File: src/rtl/st_width_downsizer_if.sv
// Avalon-ST signal bundle for the width downsizer: wide sink side plus narrow source side.
// slave is the adapter's view, master is the view of the logic around it.
interface st_width_downsizer_if #(
  parameter int SINK_WIDTH   = 16,
  parameter int SOURCE_WIDTH = 4
);
  localparam int RATIO       = SINK_WIDTH / SOURCE_WIDTH;
  localparam int EMPTY_WIDTH = (RATIO >= 2) ? $clog2(RATIO) : 1;

  logic                    st_sink_valid;
  logic                    st_sink_ready;
  logic [SINK_WIDTH-1:0]   st_sink_data;
  logic                    st_sink_startofpacket;
  logic                    st_sink_endofpacket;
  logic [EMPTY_WIDTH-1:0]  st_sink_empty;

  logic                    st_source_valid;
  logic                    st_source_ready;
  logic [SOURCE_WIDTH-1:0] st_source_data;
  logic                    st_source_startofpacket;
  logic                    st_source_endofpacket;

  modport slave (
    input  st_sink_valid, st_sink_data, st_sink_startofpacket,
           st_sink_endofpacket, st_sink_empty, st_source_ready,
    output st_sink_ready, st_source_valid, st_source_data,
           st_source_startofpacket, st_source_endofpacket
  );

  modport master (
    output st_sink_valid, st_sink_data, st_sink_startofpacket,
           st_sink_endofpacket, st_sink_empty, st_source_ready,
    input  st_sink_ready, st_source_valid, st_source_data,
           st_source_startofpacket, st_source_endofpacket
  );
endinterface

File: src/rtl/st_width_downsizer.sv
// Avalon-ST width narrowing adapter: one wide word in, RATIO narrow beats out,
// with selectable symbol order, partial final words via empty, and no bubbles.
module st_width_downsizer #(
  parameter int SINK_WIDTH   = 16,
  parameter int SOURCE_WIDTH = 4,
  parameter bit MSB_FIRST    = 1'b0
) (
  input logic               clk,
  input logic               reset,
  st_width_downsizer_if.slave st
);
  localparam int RATIO       = SINK_WIDTH / SOURCE_WIDTH;
  localparam int EMPTY_WIDTH = (RATIO >= 2) ? $clog2(RATIO) : 1;
  localparam int IDX_W       = EMPTY_WIDTH;

  if ((SINK_WIDTH % SOURCE_WIDTH) != 0 || RATIO < 2) begin : g_param_check
    $error("st_width_downsizer: SINK_WIDTH must be a multiple of SOURCE_WIDTH with ratio >= 2");
  end

  typedef enum logic {
    IDLE = 1'b0,
    HOLD = 1'b1
  } state_t;

  state_t                 state_q, state_d;
  logic [SINK_WIDTH-1:0]  word_q, word_d;
  logic                   sop_q, sop_d;
  logic                   eop_q, eop_d;
  logic [IDX_W-1:0]       last_q, last_d;
  logic [IDX_W-1:0]       idx_q, idx_d;

  logic                   hold;
  logic                   at_last;
  logic                   sink_ready;
  logic                   load;
  logic [IDX_W-1:0]       sym_sel;
  logic [SOURCE_WIDTH-1:0] sym_arr [RATIO];

  // Index of the final beat; an out-of-range empty collapses the word to one beat.
  function automatic logic [IDX_W-1:0] last_of(input logic eop,
                                               input logic [EMPTY_WIDTH-1:0] empty);
    if (!eop) begin
      return IDX_W'(RATIO - 1);
    end else if (int'(empty) >= RATIO) begin
      return '0;
    end else begin
      return IDX_W'(RATIO - 1 - int'(empty));
    end
  endfunction

  for (genvar gi = 0; gi < RATIO; gi++) begin : g_sym
    assign sym_arr[gi] = word_q[gi*SOURCE_WIDTH +: SOURCE_WIDTH];
  end

  if (MSB_FIRST) begin : g_msb_first
    assign sym_sel = IDX_W'(RATIO - 1) - idx_q;
  end else begin : g_lsb_first
    assign sym_sel = idx_q;
  end

  assign hold       = (state_q == HOLD) && !reset;
  assign at_last    = (idx_q == last_q);
  assign sink_ready = !reset && ((state_q == IDLE) || (at_last && st.st_source_ready));
  assign load       = st.st_sink_valid && sink_ready;

  assign st.st_sink_ready           = sink_ready;
  assign st.st_source_valid         = hold;
  assign st.st_source_data          = hold ? sym_arr[sym_sel] : '0;
  assign st.st_source_startofpacket = hold && sop_q && (idx_q == '0);
  assign st.st_source_endofpacket   = hold && eop_q && at_last;

  always_ff @(posedge clk) begin
    if (reset) begin
      state_q <= IDLE;
      word_q  <= '0;
      sop_q   <= 1'b0;
      eop_q   <= 1'b0;
      last_q  <= '0;
      idx_q   <= '0;
    end else begin
      state_q <= state_d;
      word_q  <= word_d;
      sop_q   <= sop_d;
      eop_q   <= eop_d;
      last_q  <= last_d;
      idx_q   <= idx_d;
    end
  end

  // A load on the final beat chains the next word in with no idle cycle.
  always_comb begin
    state_d = state_q;
    word_d  = word_q;
    sop_d   = sop_q;
    eop_d   = eop_q;
    last_d  = last_q;
    idx_d   = idx_q;
    if (load) begin
      state_d = HOLD;
      word_d  = st.st_sink_data;
      sop_d   = st.st_sink_startofpacket;
      eop_d   = st.st_sink_endofpacket;
      last_d  = last_of(st.st_sink_endofpacket, st.st_sink_empty);
      idx_d   = '0;
    end else if (state_q == HOLD && st.st_source_ready) begin
      if (!at_last) begin
        idx_d = idx_q + IDX_W'(1);
      end else begin
        state_d = IDLE;
      end
    end
  end
endmodule

File: src/flat_wrapper.sv
// flat-port wrapper written by rule: the top's interface ports become plain ports
module st_width_downsizer_flat 
#(
  parameter int SINK_WIDTH   = 16,
  parameter int SOURCE_WIDTH = 4,
  parameter bit MSB_FIRST    = 1'b0
)
  (clk, reset, st_st_sink_valid, st_st_sink_data, st_st_sink_startofpacket, st_st_sink_endofpacket, st_st_sink_empty, st_st_source_ready, st_st_sink_ready, st_st_source_valid, st_st_source_data, st_st_source_startofpacket, st_st_source_endofpacket);
  st_width_downsizer_if #(.SINK_WIDTH(SINK_WIDTH), .SOURCE_WIDTH(SOURCE_WIDTH)) st_i ();
  input logic clk;
  input logic reset;
  input wire logic [$bits(st_i.st_sink_valid)-1:0] st_st_sink_valid;
  input wire logic [$bits(st_i.st_sink_data)-1:0] st_st_sink_data;
  input wire logic [$bits(st_i.st_sink_startofpacket)-1:0] st_st_sink_startofpacket;
  input wire logic [$bits(st_i.st_sink_endofpacket)-1:0] st_st_sink_endofpacket;
  input wire logic [$bits(st_i.st_sink_empty)-1:0] st_st_sink_empty;
  input wire logic [$bits(st_i.st_source_ready)-1:0] st_st_source_ready;
  output wire logic [$bits(st_i.st_sink_ready)-1:0] st_st_sink_ready;
  output wire logic [$bits(st_i.st_source_valid)-1:0] st_st_source_valid;
  output wire logic [$bits(st_i.st_source_data)-1:0] st_st_source_data;
  output wire logic [$bits(st_i.st_source_startofpacket)-1:0] st_st_source_startofpacket;
  output wire logic [$bits(st_i.st_source_endofpacket)-1:0] st_st_source_endofpacket;
  assign st_i.st_sink_valid = st_st_sink_valid;
  assign st_i.st_sink_data = st_st_sink_data;
  assign st_i.st_sink_startofpacket = st_st_sink_startofpacket;
  assign st_i.st_sink_endofpacket = st_st_sink_endofpacket;
  assign st_i.st_sink_empty = st_st_sink_empty;
  assign st_i.st_source_ready = st_st_source_ready;
  assign st_st_sink_ready = st_i.st_sink_ready;
  assign st_st_source_valid = st_i.st_source_valid;
  assign st_st_source_data = st_i.st_source_data;
  assign st_st_source_startofpacket = st_i.st_source_startofpacket;
  assign st_st_source_endofpacket = st_i.st_source_endofpacket;
  st_width_downsizer #(.SINK_WIDTH(SINK_WIDTH), .SOURCE_WIDTH(SOURCE_WIDTH), .MSB_FIRST(MSB_FIRST)) u_core (.clk(clk), .reset(reset), .st(st_i));
endmodule
File: config.mk
export PLATFORM = sky130hd
export DESIGN_NAME = st_width_downsizer_flat
export DESIGN_NICKNAME = d
export VERILOG_FILES = /design/src/rtl/st_width_downsizer_if.sv /design/src/rtl/st_width_downsizer.sv /design/src/flat_wrapper.sv
export SDC_FILE = /design/constraint.sdc
export NUM_CORES = 1
export LEC_CHECK = 0
export CAP_MARGIN = 15
export CORE_UTILIZATION = 49
export DETAILED_ROUTE_END_ITERATION = 10
export PLACE_DENSITY = 0.81
export SYNTH_ARGS = -nofsm -noshare
export SYNTH_HDL_FRONTEND = slang
export SYNTH_SLANG_ARGS = --single-unit
File: constraint.sdc
create_clock -name clk -period 4.6 [get_ports clk]
set_clock_uncertainty 0.1 [all_clocks]
set_input_delay 0.92 -clock clk [delete_from_list [all_inputs] [get_ports clk]]
set_output_delay 0.92 -clock clk [all_outputs]
set_load 0.02 [all_outputs]
# Word-level counts from Yosys, hierarchy flattened
# Cells that the tools add are included.
# classes
n_reduce_logical,17
n_eq_ne,1
n_bitwise,3
add_sub_neg,2
muxes,8
magnitude_cmp,1
# ops
operator,count
4-bit 2-to-1 mux,3
1-bit logical AND,9
4-bit binary-select mux with 2-bit select,1
2-bit AND reduction,2
2-bit nonzero test,2
3-bit greater-or-equal comparator (second input constant),1
1-bit 2-to-1 mux,3
2-bit inverter with 3-bit output,1
2-bit by 1-bit adder with 2-bit output (second input constant),1
2-bit == test,1
2-bit logical NOT,1
2-bit 2-to-1 mux,1
1-bit inverter,2
2-bit OR reduction,1
2-bit subtractor (first input constant),1
1-bit logical NOT,1
1-bit logical OR,1
# word_totals
out_inout_bits,8
wordCells,38
register_bits,23
input_bits,24

# Longest topological paths before layout
# depth
depth_word,7
mapped_depth,7
ltp_nobuf,4

# Worst setup path before layout
# OpenSTA, ideal clock, no wires.
# synth_path
path_type,in2out
from,in reset
to,out st_st_source_endofpacket
t_arrival_ns,1.864
n_path_buf,1
t_required_ns,3.580
cell_stages,3
setup_slack_ns,1.716
cell_sequence,clkbuf_1 -> nor2_1 -> and4_1
# synth_between
elab_chain_len,4
# synth_lines
element,line_no,rtl
"start, declared",flat_wrapper.sv:11,input logic reset;
1-bit logical NOT,st_width_downsizer.sv:61,assign hold = (state_q == HOLD) && !reset;
1-bit logical AND,st_width_downsizer.sv:61,
via st_st_source_valid,flat_wrapper.sv:19,output wire logic [$bits(st_i.st_source_valid)-1:0] st_st_source_valid;
1-bit logical AND (2 in a row),st_width_downsizer.sv:70,assign st.st_source_endofpacket = hold && eop_q && at_last;
"end, declared",flat_wrapper.sv:22,output wire logic [$bits(st_i.st_source_endofpacket)-1:0] st_st_source_endofpacket;
# The timed path passes the listed nets, and every way through them passes these cells.

# Worst setup path in the final report
# layout_path
from,in reset
to,out st_st_source_endofpacket
# layout_between
elab_chain_len,4
# layout_lines
element,line_no
1-bit logical NOT,st_width_downsizer.sv:61
1-bit logical AND,st_width_downsizer.sv:61
1-bit logical AND (2 in a row),st_width_downsizer.sv:70
# Every way passes these cells.

==> run metrics <==
status completed; CTS clk-pin slew, worst paths 0.12 ns; TritonCTS clock tree done; Leak 0.0005844 uW; Filler cells 152; Post-Syn Area 1077 um^2; Synth async-reset ratio 0%; antenna diode count 0; Hold-fix buffers, CTS 0; Post-route DRC 0; setup bufs post-CTS 0; internal power ~300 uW; Worst Setup End Kind output pin; Worst EP arrival 2.53 ns; die width 48.89 um; Unique masters post-synth 22; Worst Tran Pin Value between 0.5 and 0.6 ns; # clock sinks 23; Syn Nets around 130; Skew-Pair Late Insertion Delay 0.32 ns; worst r2r dst u_core.word_q[12]; combinational fraction of design power 21.5%; Root Buffer clkbuf_4; post-place setup slack 1.075 ns; hold wc startpoint u_core.eop_q; startpoint types input port; Reg power frac a little under three fifths; GR Util All Layers 19.53%; total negative slack 0 ns; RSZ-0062 raised after global routing false; area delta synth->final 31.48%; period utilization roughly 77%; Mapped Cells 100; hpwl dp between 1 and 1.5 mm; Final setup viols 0; initial antenna violation count 0; max_slew headroom 65.36%; Die Y-Extent 48.89 um; cts bufs inserted 3; yosys warns 0; Layout Nets 155; Top Ports 32; vias per cell between 5 and 6; Hold Crit Depth 2; clk buf depth 2; Peak VDD IR 0.1808 mV; largest net degree at the start of global routing 25; routed wire length 2.000 mm; Hold EP u_core.eop_q; DR pass1 iterations 2; Rows 16; Final ANT Viol Nets 0; Worst Slack Setup Final about 1.0 ns; Main synth FF type dfxtp_1; Yosys reg bits 23; switching power share of the total 26.03%; area of the die 2390 um^2; CP Class in2out; RR Startpoint u_core.idx_q[1]; Initial Utilization 53.28%; max-cap violation count 0; CTS H-tree depth 1; max-slew violations 0; PortBufs 31; share of layout cells above drive strength 1 ~6.2%; core area 2022 um^2; vias 793; Avg Inst Size Synth 10.77 um^2; wire per inst between 10 and 15 um; DRT iter0 DRCs 6; critical path required time approximately 3.6 ns; total grt overflow 0; Period minus WS final 3.551 ns; Seq/Total Area, Yosys 42.74%; first-pass GRT wire length ~3.6 mm; Max Clock Freq 281.6 MHz; vias in the first global route 804; post-CTS sizing 0; worst reg-to-reg path cell count 5; PD cells 284.9 nW/um^2; GP Congestion 0.7257; Fin. Hold Viols 0; clock power share about a quarter; sw power between 100 and 150 uW; R2R setup slack 2.61 ns; number of enable flip-flop cells after synthesis 0; Worst Hold Class reg2reg; crit path max fanout 7
cell usage in the layout, fill, tap and decap left out, types with 2 or more instances in the layout:
cell and instances:
dfxtp_1 23, nor2_1 24, clkbuf_4 3, a311oi_1 2
nor3_1 2, mux4_1 4, mux2i_1 19, and2_1 4
xnor2_2 2, inv_1 3, clkdlybuf4s50_1 31
through the flow:
stage                     utilization [%]  total power [uW]  cell area [um^2]  std cells  hold WS [ns]
after floorplan                         -             281.6              1077        100        0.3514
after global placement              67.33             306.2              1361        151        0.3657
after detailed placement            67.33             309.6              1361        151        0.3785
after CTS                           68.69             402.6              1389        155        0.4089
after global routing                70.05             424.2              1416        156        0.4450
final                               70.05             403.5              1416        156        0.4000
synthesized netlist by cell type, types with 2 or more instances:
cell type | instances | area (um^2)
and2_1 | 4 | 25.02
a311oi_1 | 2 | 17.52
inv_1 | 3 | 11.26
nor3_1 | 2 | 10.01
mux4_1 | 4 | 105.1
clkbuf_1 | 3 | 11.26
dfxtp_1 | 23 | 460.4
buf_6 | 3 | 33.78
mux2i_1 | 19 | 190.2
xnor2_2 | 2 | 32.53
nor2_1 | 24 | 90.09
power groups by stage:
| stage | sequential, uW | combinational, uW | clock, uW |
|---|---|---|---|
| after global routing | 225 | 96.1 | 103 |
| after global placement | 227 | 79.7 | 0 |
| after CTS | 223 | 82.7 | 97.2 |
| after detailed placement | 227 | 82.3 | 0 |
| final | 223 | 86.9 | 93.9 |
| after floorplan | 224 | 57.4 | 0 |
metal layers:
| metal | global-route usage [%] | vias to the layer above | share of wire (%) | wire, um |
|---|---|---|---|---|
| li1 | - | 406 | - | - |
| met1 | 23.91 | 363 | 46 | 921 |
| met2 | 33.56 | 22 | 48 | 968 |
| met3 | 3.115 | 2 | 3.9 | 78 |
| met4 | 8.824 | 0 | 1.6 | 32 |
| met5 | 0 | - | 0 | 0 |
cell type report:
class,instances,area (um^2),share of cell area (%)
clock inverter,1,5.005,0.3534
multi-input combinational,66,538.0,37.99
inverter,3,11.26,0.7951
clock buffer,3,22.52,1.590
sequential,23,460.4,32.51
tap,27,33.78,2.385
timing repair buffer,33,345.3,24.38
kinds of logic after synthesis:
family                     count (synthesis)  synth area share, %
AOI/OAI and AO/OA                          5                3.601
xor gates and xnor gates                   3                3.833
adders and majority gates                  1                1.161
buffers and inverters                     11                7.317
DFF                                       23                42.74
muxes                                     23                27.41
and+or+nand+nor                           34                13.94
worst max path at each step:
stage,from,to,cells past startpoint
after floorplan,reset,st_st_source_endofpacket,3
after global placement,reset,st_st_source_endofpacket,4
after detailed placement,reset,st_st_source_endofpacket,4
after CTS,reset,st_st_source_endofpacket,4
after global routing,reset,st_st_source_endofpacket,4
final,reset,st_st_source_endofpacket,4
sequential cells by signal (all words and copies together) (netlist names):
signal and flops:
u_core.eop_q 1, u_core.idx_q 2, u_core.sop_q 1, u_core.word_q 16, u_core.last_q 2, u_core.state_q 1
critical path, cell delays in order:
cell	delay (ns)
clkdlybuf4s50_1	0.42
nor2_1	0.34
and4_1	0.25
clkdlybuf4s50_1	0.59
(Power assumes the default switching activity.)
